===== config.mk =====
export PLATFORM = sky130hd
export DESIGN_NAME = hazard_unit_flat
export DESIGN_NICKNAME = d
export VERILOG_FILES = /design/src/rtl/hazard_unit_if.sv /design/src/rtl/hazard_unit.sv /design/src/flat_wrapper.sv
export SDC_FILE = /design/constraint.sdc
export NUM_CORES = 1
export LEC_CHECK = 0
export CORE_MARGIN = 5
export CORE_UTILIZATION = 36
export DETAILED_ROUTE_END_ITERATION = 10
export GPL_ROUTABILITY_DRIVEN = 1
export PLACE_DENSITY = 0.77
export SYNTH_ARGS = -nofsm -noshare
export SYNTH_HDL_FRONTEND = slang
export SYNTH_SLANG_ARGS = --single-unit

===== constraint.sdc =====
create_clock -name clk -period 2.97 [get_ports clk]
set_clock_uncertainty 0.1 [all_clocks]
set_input_delay 0.7425 -clock clk [delete_from_list [all_inputs] [get_ports clk]]
set_output_delay 0.7425 -clock clk [all_outputs]
set_load 0.01 [all_outputs]

===== src/rtl/hazard_unit_if.sv =====
// Bundle of ID-stage operand/destination inputs, stage results and the
// forwarding/stall/flush controls exchanged with the hazard unit.
interface hazard_unit_if #(
  parameter int DATA_W = 32,
  parameter int REG_AW = 5,
  parameter int CNT_W  = 16
);
  logic              id_valid;
  logic [REG_AW-1:0] id_rs;
  logic [REG_AW-1:0] id_rt;
  logic              id_use_rs;
  logic              id_use_rt;
  logic [DATA_W-1:0] id_rd_rs;
  logic [DATA_W-1:0] id_rd_rt;
  logic [REG_AW-1:0] id_dst;
  logic              id_wr;
  logic              id_load;
  logic              ex_redirect;
  logic [DATA_W-1:0] ex_result;
  logic [DATA_W-1:0] mem_result;
  logic [DATA_W-1:0] wb_data;
  logic [DATA_W-1:0] opa;
  logic [DATA_W-1:0] opb;
  logic [1:0]        fwd_a_sel;
  logic [1:0]        fwd_b_sel;
  logic              stall;
  logic              flush_ifid;
  logic              flush_idex;
  logic [CNT_W-1:0]  stall_cnt;
  logic [CNT_W-1:0]  flush_cnt;

  // Pipeline side: drives the ID/EX-stage information, consumes controls.
  modport master (
    output id_valid, id_rs, id_rt, id_use_rs, id_use_rt, id_rd_rs, id_rd_rt,
           id_dst, id_wr, id_load, ex_redirect, ex_result, mem_result, wb_data,
    input  opa, opb, fwd_a_sel, fwd_b_sel, stall, flush_ifid, flush_idex,
           stall_cnt, flush_cnt
  );

  // Hazard unit side.
  modport slave (
    input  id_valid, id_rs, id_rt, id_use_rs, id_use_rt, id_rd_rs, id_rd_rt,
           id_dst, id_wr, id_load, ex_redirect, ex_result, mem_result, wb_data,
    output opa, opb, fwd_a_sel, fwd_b_sel, stall, flush_ifid, flush_idex,
           stall_cnt, flush_cnt
  );
endinterface


===== src/rtl/hazard_unit.sv =====
// Hazard and forwarding controller for the 5-stage pipeline. Shadows the
// destinations of instructions in EX/MEM/WB, forwards operands from the
// youngest producer, stalls on load-use and flushes on taken redirects.
module hazard_unit #(
  parameter int DATA_W     = 32,
  parameter int REG_AW     = 5,
  parameter int LOAD_STALL = 1,
  parameter int CNT_W      = 16
) (
  input logic          clk,
  input logic          reset,
  hazard_unit_if.slave bus
);

  // Shadow pipeline. WB never needs the load flag: WB data is always final.
  logic              ex_v_q, ex_v_d, mem_v_q, mem_v_d, wb_v_q, wb_v_d;
  logic [REG_AW-1:0] ex_dst_q, ex_dst_d, mem_dst_q, mem_dst_d, wb_dst_q, wb_dst_d;
  logic              ex_ld_q, ex_ld_d, mem_ld_q, mem_ld_d;
  logic [CNT_W-1:0]  stall_cnt_q, stall_cnt_d, flush_cnt_q, flush_cnt_d;

  logic redirect;
  logic ld_hazard;
  logic stall_w;

  // Per-operand match and forwarding mux (gi=0: rs/opa, gi=1: rt/opb).
  for (genvar gi = 0; gi < 2; gi++) begin : g_op
    logic [REG_AW-1:0] src;
    logic              use_src;
    logic [DATA_W-1:0] rd;
    logic              hit_ex, hit_mem, hit_wb;
    logic [1:0]        sel;
    logic [DATA_W-1:0] op;

    // Match against each shadow stage, then pick the youngest producer.
    always_comb begin
      src     = (gi == 0) ? bus.id_rs     : bus.id_rt;
      use_src = (gi == 0) ? bus.id_use_rs : bus.id_use_rt;
      rd      = (gi == 0) ? bus.id_rd_rs  : bus.id_rd_rt;
      hit_ex  = bus.id_valid & use_src & (src != '0) & ex_v_q  & (ex_dst_q  == src);
      hit_mem = bus.id_valid & use_src & (src != '0) & mem_v_q & (mem_dst_q == src);
      hit_wb  = bus.id_valid & use_src & (src != '0) & wb_v_q  & (wb_dst_q  == src);
      sel = 2'd0;
      op  = rd;
      if (hit_ex) begin
        sel = 2'd1;
        op  = bus.ex_result;
      end else if (hit_mem) begin
        sel = 2'd2;
        op  = bus.mem_result;
      end else if (hit_wb) begin
        sel = 2'd3;
        op  = bus.wb_data;
      end
    end
  end

  // Load-use detection; redirect overrides stall, reset silences both.
  always_comb begin
    ld_hazard = (g_op[0].hit_ex | g_op[1].hit_ex) & ex_ld_q;
    if (LOAD_STALL == 2) begin
      ld_hazard = ld_hazard | ((g_op[0].hit_mem | g_op[1].hit_mem) & mem_ld_q);
    end
    redirect = bus.ex_redirect & ~reset;
    stall_w  = ld_hazard & ~redirect & ~reset;
  end

  // Next shadow state and saturating counters.
  always_comb begin
    ex_v_d    = bus.id_valid & bus.id_wr & ~stall_w & ~redirect;
    ex_dst_d  = bus.id_dst;
    ex_ld_d   = bus.id_load;
    mem_v_d   = ex_v_q;
    mem_dst_d = ex_dst_q;
    mem_ld_d  = ex_ld_q;
    wb_v_d    = mem_v_q;
    wb_dst_d  = mem_dst_q;
    stall_cnt_d = stall_cnt_q;
    flush_cnt_d = flush_cnt_q;
    if (stall_w && (stall_cnt_q != {CNT_W{1'b1}})) stall_cnt_d = stall_cnt_q + 1'b1;
    if (redirect && (flush_cnt_q != {CNT_W{1'b1}})) flush_cnt_d = flush_cnt_q + 1'b1;
  end

  // State registers; reset invalidates every shadow entry and clears counters.
  always_ff @(posedge clk or posedge reset) begin
    if (reset) begin
      ex_v_q      <= 1'b0;
      mem_v_q     <= 1'b0;
      wb_v_q      <= 1'b0;
      ex_dst_q    <= '0;
      mem_dst_q   <= '0;
      wb_dst_q    <= '0;
      ex_ld_q     <= 1'b0;
      mem_ld_q    <= 1'b0;
      stall_cnt_q <= '0;
      flush_cnt_q <= '0;
    end else begin
      ex_v_q      <= ex_v_d;
      mem_v_q     <= mem_v_d;
      wb_v_q      <= wb_v_d;
      ex_dst_q    <= ex_dst_d;
      mem_dst_q   <= mem_dst_d;
      wb_dst_q    <= wb_dst_d;
      ex_ld_q     <= ex_ld_d;
      mem_ld_q    <= mem_ld_d;
      stall_cnt_q <= stall_cnt_d;
      flush_cnt_q <= flush_cnt_d;
    end
  end

  assign bus.opa        = g_op[0].op;
  assign bus.opb        = g_op[1].op;
  assign bus.fwd_a_sel  = g_op[0].sel;
  assign bus.fwd_b_sel  = g_op[1].sel;
  assign bus.stall      = stall_w;
  assign bus.flush_ifid = redirect;
  assign bus.flush_idex = redirect;
  assign bus.stall_cnt  = stall_cnt_q;
  assign bus.flush_cnt  = flush_cnt_q;

endmodule


===== src/flat_wrapper.sv =====
// flat-port wrapper written by rule: the top's interface ports become plain ports
module hazard_unit_flat 
#(
  parameter int DATA_W     = 32,
  parameter int REG_AW     = 5,
  parameter int LOAD_STALL = 1,
  parameter int CNT_W      = 16
)
  (clk, reset, bus_id_valid, bus_id_rs, bus_id_rt, bus_id_use_rs, bus_id_use_rt, bus_id_rd_rs, bus_id_rd_rt, bus_id_dst, bus_id_wr, bus_id_load, bus_ex_redirect, bus_ex_result, bus_mem_result, bus_wb_data, bus_opa, bus_opb, bus_fwd_a_sel, bus_fwd_b_sel, bus_stall, bus_flush_ifid, bus_flush_idex, bus_stall_cnt, bus_flush_cnt);
  hazard_unit_if #(.DATA_W(DATA_W), .REG_AW(REG_AW), .CNT_W(CNT_W)) bus_i ();
  input logic clk;
  input logic reset;
  input wire logic [$bits(bus_i.id_valid)-1:0] bus_id_valid;
  input wire logic [$bits(bus_i.id_rs)-1:0] bus_id_rs;
  input wire logic [$bits(bus_i.id_rt)-1:0] bus_id_rt;
  input wire logic [$bits(bus_i.id_use_rs)-1:0] bus_id_use_rs;
  input wire logic [$bits(bus_i.id_use_rt)-1:0] bus_id_use_rt;
  input wire logic [$bits(bus_i.id_rd_rs)-1:0] bus_id_rd_rs;
  input wire logic [$bits(bus_i.id_rd_rt)-1:0] bus_id_rd_rt;
  input wire logic [$bits(bus_i.id_dst)-1:0] bus_id_dst;
  input wire logic [$bits(bus_i.id_wr)-1:0] bus_id_wr;
  input wire logic [$bits(bus_i.id_load)-1:0] bus_id_load;
  input wire logic [$bits(bus_i.ex_redirect)-1:0] bus_ex_redirect;
  input wire logic [$bits(bus_i.ex_result)-1:0] bus_ex_result;
  input wire logic [$bits(bus_i.mem_result)-1:0] bus_mem_result;
  input wire logic [$bits(bus_i.wb_data)-1:0] bus_wb_data;
  output wire logic [$bits(bus_i.opa)-1:0] bus_opa;
  output wire logic [$bits(bus_i.opb)-1:0] bus_opb;
  output wire logic [$bits(bus_i.fwd_a_sel)-1:0] bus_fwd_a_sel;
  output wire logic [$bits(bus_i.fwd_b_sel)-1:0] bus_fwd_b_sel;
  output wire logic [$bits(bus_i.stall)-1:0] bus_stall;
  output wire logic [$bits(bus_i.flush_ifid)-1:0] bus_flush_ifid;
  output wire logic [$bits(bus_i.flush_idex)-1:0] bus_flush_idex;
  output wire logic [$bits(bus_i.stall_cnt)-1:0] bus_stall_cnt;
  output wire logic [$bits(bus_i.flush_cnt)-1:0] bus_flush_cnt;
  assign bus_i.id_valid = bus_id_valid;
  assign bus_i.id_rs = bus_id_rs;
  assign bus_i.id_rt = bus_id_rt;
  assign bus_i.id_use_rs = bus_id_use_rs;
  assign bus_i.id_use_rt = bus_id_use_rt;
  assign bus_i.id_rd_rs = bus_id_rd_rs;
  assign bus_i.id_rd_rt = bus_id_rd_rt;
  assign bus_i.id_dst = bus_id_dst;
  assign bus_i.id_wr = bus_id_wr;
  assign bus_i.id_load = bus_id_load;
  assign bus_i.ex_redirect = bus_ex_redirect;
  assign bus_i.ex_result = bus_ex_result;
  assign bus_i.mem_result = bus_mem_result;
  assign bus_i.wb_data = bus_wb_data;
  assign bus_opa = bus_i.opa;
  assign bus_opb = bus_i.opb;
  assign bus_fwd_a_sel = bus_i.fwd_a_sel;
  assign bus_fwd_b_sel = bus_i.fwd_b_sel;
  assign bus_stall = bus_i.stall;
  assign bus_flush_ifid = bus_i.flush_ifid;
  assign bus_flush_idex = bus_i.flush_idex;
  assign bus_stall_cnt = bus_i.stall_cnt;
  assign bus_flush_cnt = bus_i.flush_cnt;
  hazard_unit #(.DATA_W(DATA_W), .REG_AW(REG_AW), .LOAD_STALL(LOAD_STALL), .CNT_W(CNT_W)) u_core (.clk(clk), .reset(reset), .bus(bus_i));
endmodule

==> results.json, run 1 <==
{
  "yosys_most_used_dff": "dfrtp_1",
  "yosysSeqAreaShare_pct": 25.7,
  "initial_core_util_pct": 36.3,
  "relSlewSlack_pct": 72.4,
  "rsz0062_at_grt": "yes",
  "grt_pass1_vias": 7015,
  "cts-root-buf": "clkbuf_16",
  "antenna_found_initial": 4,
  "power.density_mw_per_mm2": 232,
  "status": "finished, violations left",
  "fin_area_mm2": 0.0100,
  "drc_errors": 0,
  "rows": 43,
  "vias": 6948,
  "viasPerCell": 5.87,
  "synth-xor-area-share_pct": 10.0,
  "coreArea_mm2": 0.0137,
  "period_needed_ns": 3.53,
  "hold_ws_ns": 0.337,
  "cts_tree": "done",
  "die_h_um": 128,
  "cts_hold_buf": 0,
  "worst_ep_arrival_time_ns": 2.69,
  "worst_pin_slew_ns": 0.410,
  "grt_max_degree": 43,
  "synthSimpleGateAreaFrac_pct": 13.5,
  "area.growth.synth_to_final_pct": 101,
  "clock_latency_ns": 0.29,
  "grtUsageTotal_pct": 30.4,
  "drt-pass1-iter-count": 5,
  "yosysWarnings": 0,
  "cts.reportedPaths.clkPinSlew_ns": 0.07,
  "async_flop_share_pct": 100,
  "synthesis.area_mm2": 0.00497,
  "setup_slack_ns": -0.559,
  "cts_max_level": 2,
  "yosysUniqueCellTypes": 45,
  "detail_route.wl_per_cell_um": 22.7,
  "vdd_drop_max_v": 0.000389,
  "maxSlewViolCount": 0,
  "min_path_type": "register to register",
  "grt_overflow": 0,
  "synth_top_family_by_area": "compound AO/OA/AOI/OAI gates",
  "setup_tns_ns": -32.69,
  "die_area_mm2": 0.0163,
  "cts_sinks": 51,
  "io_pins": 286,
  "power_uw": 2320,
  "syn_avg_cell_area_um2": 8.12,
  "first_iter_violations": 836,
  "muxShareOfSynthArea_pct": 1.13,
  "cts_buffer_depth": 2,
  "path_class": "input port to primary output",
  "synth_fp_nets": 798,
  "drive_above_1_share_pct": 33.3,
  "synthAdderAreaFrac_pct": 0.503,
  "final-setup-viol-count": 69,
  "finalCritPeriodShare_pct": 119,
  "ys_ff_latch": 51,
  "portBuffers": 285,
  "synth_edf_count": 0,
  "cellLeakagePower_uw": 0.00446,
  "cp_max_fo": 6,
  "nets": 1183,
  "numCtsBuffers": 5,
  "hpwlAfterDp_um": 17300,
  "gp_congestion": 0.922,
  "fin_util_pct": 73.0,
  "crit_required_ns": 2.13,
  "violations": "setup timing",
  "syn_inst": 613,
  "n_fill_cell": 993,
  "start_kind": "input port",
  "cp-end-kind": "primary output",
  "hold_viol": 0,
  "placed_area_mm2": 0.00862,
  "die_x_um": 128,
  "cap_viol_max_count": 0,
  "grt_pass1_wl_um": 39000,
  "max_freq_mhz": 283,
  "synth_compound_area_share_pct": 39.1,
  "antenna_left": 0,
  "drt_wl_total_um": 26800
}
state kept, by name, indices dropped and copies added (netlist names):
signal / count
u_core.mem_dst_q: 5
u_core.ex_dst_q: 5
u_core.wb_dst_q: 5
u_core.mem_v_q: 1
u_core.ex_v_q: 1
u_core.wb_v_q: 1
u_core.ex_ld_q: 1
u_core.bus.stall_cnt: 16
u_core.bus.flush_cnt: 16
metrics by stage:
stage	instances	worst slack, ns
2_1_floorplan	613	-0.0907
3_3_place_gp	1090	-1.23
3_5_place_dp	1090	-1.27
4_1_cts	1175	-0.537
5_1_grt	1183	-0.597
6_report	1184	-0.559
cells in the mapped netlist (14+ instances only):
| cell | count | share of area (%) |
|---|---|---|
| nand2_1 | 61 | 4.6 |
| dfrtp_1 | 51 | 26 |
| o21a_1 | 32 | 4.8 |
| o211a_1 | 33 | 6.6 |
| xor2_1 | 14 | 2.5 |
| o21ai_0 | 64 | 6.4 |
| buf_2 | 14 | 1.4 |
| xnor2_1 | 43 | 7.6 |
| clkbuf_1 | 16 | 1.2 |
| o211ai_1 | 35 | 5.3 |
| o21ai_1 | 68 | 6.8 |
| inv_1 | 35 | 2.6 |
| buf_6 | 15 | 3.4 |
| a22o_1 | 32 | 5.6 |
worst max-delay path, stage by stage:
cell and delay (ns):
buf_8 0.10, buf_6 0.11, buf_6 0.11, xnor2_2 0.15
nand4_1 0.20, or3_4 0.55, buf_6 0.18, o211a_1 0.23
o21ai_2 0.16, buf_2 0.16
routing by layer:
| metal | wire length, µm | GRT usage, % | up-vias | share of wire (%) |
|---|---|---|---|---|
| met3 | 2770 | 6.86 | 116 | 10 |
| met2 | 13000 | 51.5 | 509 | 49 |
| met1 | 9720 | 36.5 | 3277 | 36 |
| li1 | - | - | 3046 | - |
| met4 | 1300 | 14.3 | 0 | 4.8 |
| met5 | 0 | 0 | - | 0 |
power breakdown:
group / switching, µW / total, µW / leakage (µW) / internal (µW)
logic: 361 / 902 / 0.00373 / 541
registers: 82.7 / 833 / 0.000660 / 750
clock network: 267 / 588 / 0.0000724 / 321
total: 710 / 2320 / 0.00446 / 1610
worst paths after layout:
| check | start | end | slack (ns) | depth (start not counted) |
|---|---|---|---|---|
| worst max-delay path | bus_id_rt[0] | bus_opb[28] | -0.56 | 10 |
| worst min-delay path | u_core.mem_v_q | u_core.wb_v_q | 0.34 | 0 |
| worst max register to register | u_core.ex_dst_q[0] | u_core.bus.stall_cnt[15] | 0.35 | 9 |
| worst min register to register | u_core.mem_v_q | u_core.wb_v_q | 0.34 | 0 |
| max in group asynchronous | reset | u_core.wb_dst_q[3] | 1.56 | 4 |
| min in group asynchronous | reset | u_core.bus.stall_cnt[2] | 0.74 | 3 |
logic make-up (layout without fill, tap and decap cells):
logic type,after synthesis,after routing
adder cells (fa/ha/maj),2,2
AND/OR/NAND/NOR,127,127
buffers and inverters,90,476
other,0,5
flip-flops,51,51
multiplexers,5,5
XOR/XNOR,57,57
AO/OA/AOI/OAI,281,281
final cells by class:
type,instances,area [µm²],area share (%)
Timing Repair Buffer,432,4630,46.3
Tap cell,180,225,2.25
Sequential cell,51,1280,12.7
Antenna cell,5,12.5,0.125
Clock inverter,3,27.5,0.275
Clock buffer,5,125,1.25
Multi-Input combinational cell,472,3580,35.7
Inverter,36,135,1.35
what timing repair did:
action	CTS	global route
buffers inserted	56	10
resized for setup	439	34
cloned	22	3
pin swaps	62	49
endpoints found under the setup margin	80	73
layout by cell type (no fill, tap or decap), drive strengths merged, types with 6 or more instances in the layout:
master and n:
inv 38, clkdlybuf4s50 203, nand3 6, o21a 32, o21ai 132, and3 8, nand2 61, buf 221
xnor2 43, dfrtp 51, clkbuf 8, a22o 32, nor2 11, nand4 11, o2111ai 6, xor2 14
o211ai 40, o211a 33, nor4 6
Note: power is estimated with default switching activity, not from simulation.
==> inputs of run 2 (changes only) <==
--- a/config.mk
+++ b/config.mk
@@ -13,3 +13,4 @@
 export SYNTH_ARGS = -nofsm -noshare
 export SYNTH_HDL_FRONTEND = slang
 export SYNTH_SLANG_ARGS = --single-unit
+export TNS_END_PERCENT = 1
==> results.json, run 2 (synthesis gave the netlist of run 1 again) <==
{
  "cts_sinks": 51,
  "whs_path_depth": 0,
  "grtUsageTotal_pct": 27.3,
  "slowest_stage": "or4_4",
  "min_path_type": "register to register",
  "drive_above_1_share_pct": 24.2,
  "cellLeakagePower_uw": 0.00391,
  "layout_commonest_cell": "clkdlybuf4s50_1",
  "intPower_uw": 1580,
  "critPathMostFrequentCell": "buf_6",
  "numCtsBuffers": 5,
  "die_h_um": 128,
  "setup_slack_ns": -0.456,
  "gp_congestion": 0.924,
  "cp_num_cells": 10,
  "r2r_end": "u_core.bus.stall_cnt[1]",
  "final-setup-viol-count": 69,
  "antenna_left": 0,
  "cap_viol_max_count": 0,
  "rrSetupSlack_ns": 0.55,
  "hold_end": "u_core.mem_v_q",
  "p_sw_uw": 691,
  "cts_tree": "done",
  "cts-root-buf": "clkbuf_16",
  "die_x_um": 128,
  "clockPowerShare_pct": 25.7,
  "grt_pass1_vias": 6286,
  "hold_viol": 0,
  "die_area_mm2": 0.0163,
  "fin_util_pct": 64.4,
  "hpwlAfterDp_um": 16800,
  "coreArea_mm2": 0.0137,
  "grt_max_degree": 42,
  "detail_route.wl_per_cell_um": 21.7,
  "relSlewSlack_pct": 67.2,
  "layoutNonFillerInstCount": 1111,
  "violations": "setup timing",
  "worst_pin_slew_ns": 0.489,
  "swShare_pct": 30.4,
  "combinationalPowerShare_pct": 37.8,
  "path_class": "input port to primary output",
  "initial_core_util_pct": 36.3,
  "vias": 6361,
  "cts_hold_buf": 0,
  "worst-path-buf-inv": 5,
  "worst_ep_arrival_time_ns": 2.58,
  "cts.reportedPaths.clkPinSlew_ns": 0.07,
  "finalCritPeriodShare_pct": 115,
  "maxSlewViolCount": 0,
  "area.growth.synth_to_final_pct": 77.6,
  "rsz0062_at_grt": "yes",
  "io_pins": 286,
  "drt_wl_total_um": 24100,
  "path_cells": "buf_6, or4_4, buf_6, o211ai_4, buf_6, buf_16, o21ai_2, o211a_1, o21ai_2, buf_2",
  "antenna_found_initial": 2,
  "cts_buffer_depth": 2,
  "power.density_mw_per_mm2": 257,
  "status": "finished, violations left",
  "nets": 1114,
  "cts_max_level": 2,
  "cp-end-kind": "primary output",
  "drc_errors": 0,
  "clock_latency_ns": 0.29,
  "vdd_drop_max_v": 0.000371,
  "rows": 43,
  "dp_slack_ns": -1.21,
  "grt_overflow": 0,
  "placed_cells": 1078,
  "crit_required_ns": 2.13,
  "max_freq_mhz": 292,
  "reg2reg_depth": 8,
  "portBuffers": 285,
  "viasPerCell": 5.73,
  "cp_max_fo": 5,
  "final_cell_mix": "clkdlybuf4s50_1 (201), nand2_1 (60), o21ai_1 (52)",
  "r2r-start": "u_core.ex_dst_q[2]",
  "start_kind": "input port",
  "period_needed_ns": 3.43,
  "crit_family": "buffers and inverters",
  "crit_path_max_incr_delay_ns": 0.57,
  "grt_pass1_wl_um": 35600,
  "first_iter_violations": 564,
  "pwr-share-seq_pct": 36.5,
  "hp-start": "u_core.ex_v_q",
  "drt-pass1-iter-count": 6
}
==> run 2: timing repair <==
action                     CTS  global route
setup endpoints to repair   74            76
pin swaps                   15            37
resized for setup          265           110
gates cloned                 6             4
buffers inserted            14             2
==> run 2: through the flow <==
stage | power, µW | instance area [µm²] | hold WS, ns | setup TNS [ns]
after global placement | 1690 | 8410 | 0.294 | -80.76
after floorplan | 1130 | 5080 | 0.274 | -5.66
final | 2270 | 8840 | 0.316 | -26.84
after detailed placement | 1700 | 8410 | 0.304 | -82.85
after global routing | 2380 | 8840 | 0.325 | -31.88
after CTS | 2280 | 8790 | 0.320 | -45.12
==> run 2: area by class of cell <==
class	instances	area, µm²
clock buffers	5	125
clock inverters	3	27.5
multi-input cells	472	3410
flip-flops and latches	51	1280
well taps	180	225
fillers	1162	4880
inverters	36	135
diodes	1	2.50
repair buffers	363	3640
==> run 2: power by group through the flow <==
stage,combinational (µW),sequential (µW),clock (µW)
floorplan,283,842,0
global placement,847,839,0
detailed placement,858,840,0
CTS,848,828,602
global route,909,840,628
finish,857,830,584
==> run 2: metal layers <==
layer  global-route usage [%]  vias up  part of all wire (%)
li1                         -     2898                     -
met2                     46.0      386                    47
met5                        0        -                 0.054
met3                     3.76       88                   9.5
met4                     10.9        2                   5.3
met1                     35.4     2987                    38
==> run 2: worst max path at each step <==
stage	end	startpoint	slack [ns]
6_report	bus_opb[9]	bus_id_rt[4]	-0.46
5_1_grt	bus_opa[26]	bus_id_rs[4]	-0.54
4_1_cts	bus_opa[31]	bus_id_rs[0]	-0.85
3_5_place_dp	bus_opb[1]	bus_id_rt[2]	-1.21
3_3_place_gp	bus_opb[11]	bus_id_rt[2]	-1.17
2_1_floorplan	bus_opa[25]	bus_id_rs[1]	-0.1
==> inputs of run 3 (changes only) <==
--- a/config.mk
+++ b/config.mk
@@ -8,8 +8,9 @@
 export CORE_MARGIN = 5
 export CORE_UTILIZATION = 36
 export DETAILED_ROUTE_END_ITERATION = 10
-export GPL_ROUTABILITY_DRIVEN = 1
+export GPL_ROUTABILITY_DRIVEN = 0
 export PLACE_DENSITY = 0.77
+export SLEW_MARGIN = 0
 export SYNTH_ARGS = -nofsm -noshare
 export SYNTH_HDL_FRONTEND = slang
 export SYNTH_SLANG_ARGS = --single-unit
==> results of run 3 <==
Final layout, timing and power as in run 2 (identical DEF).
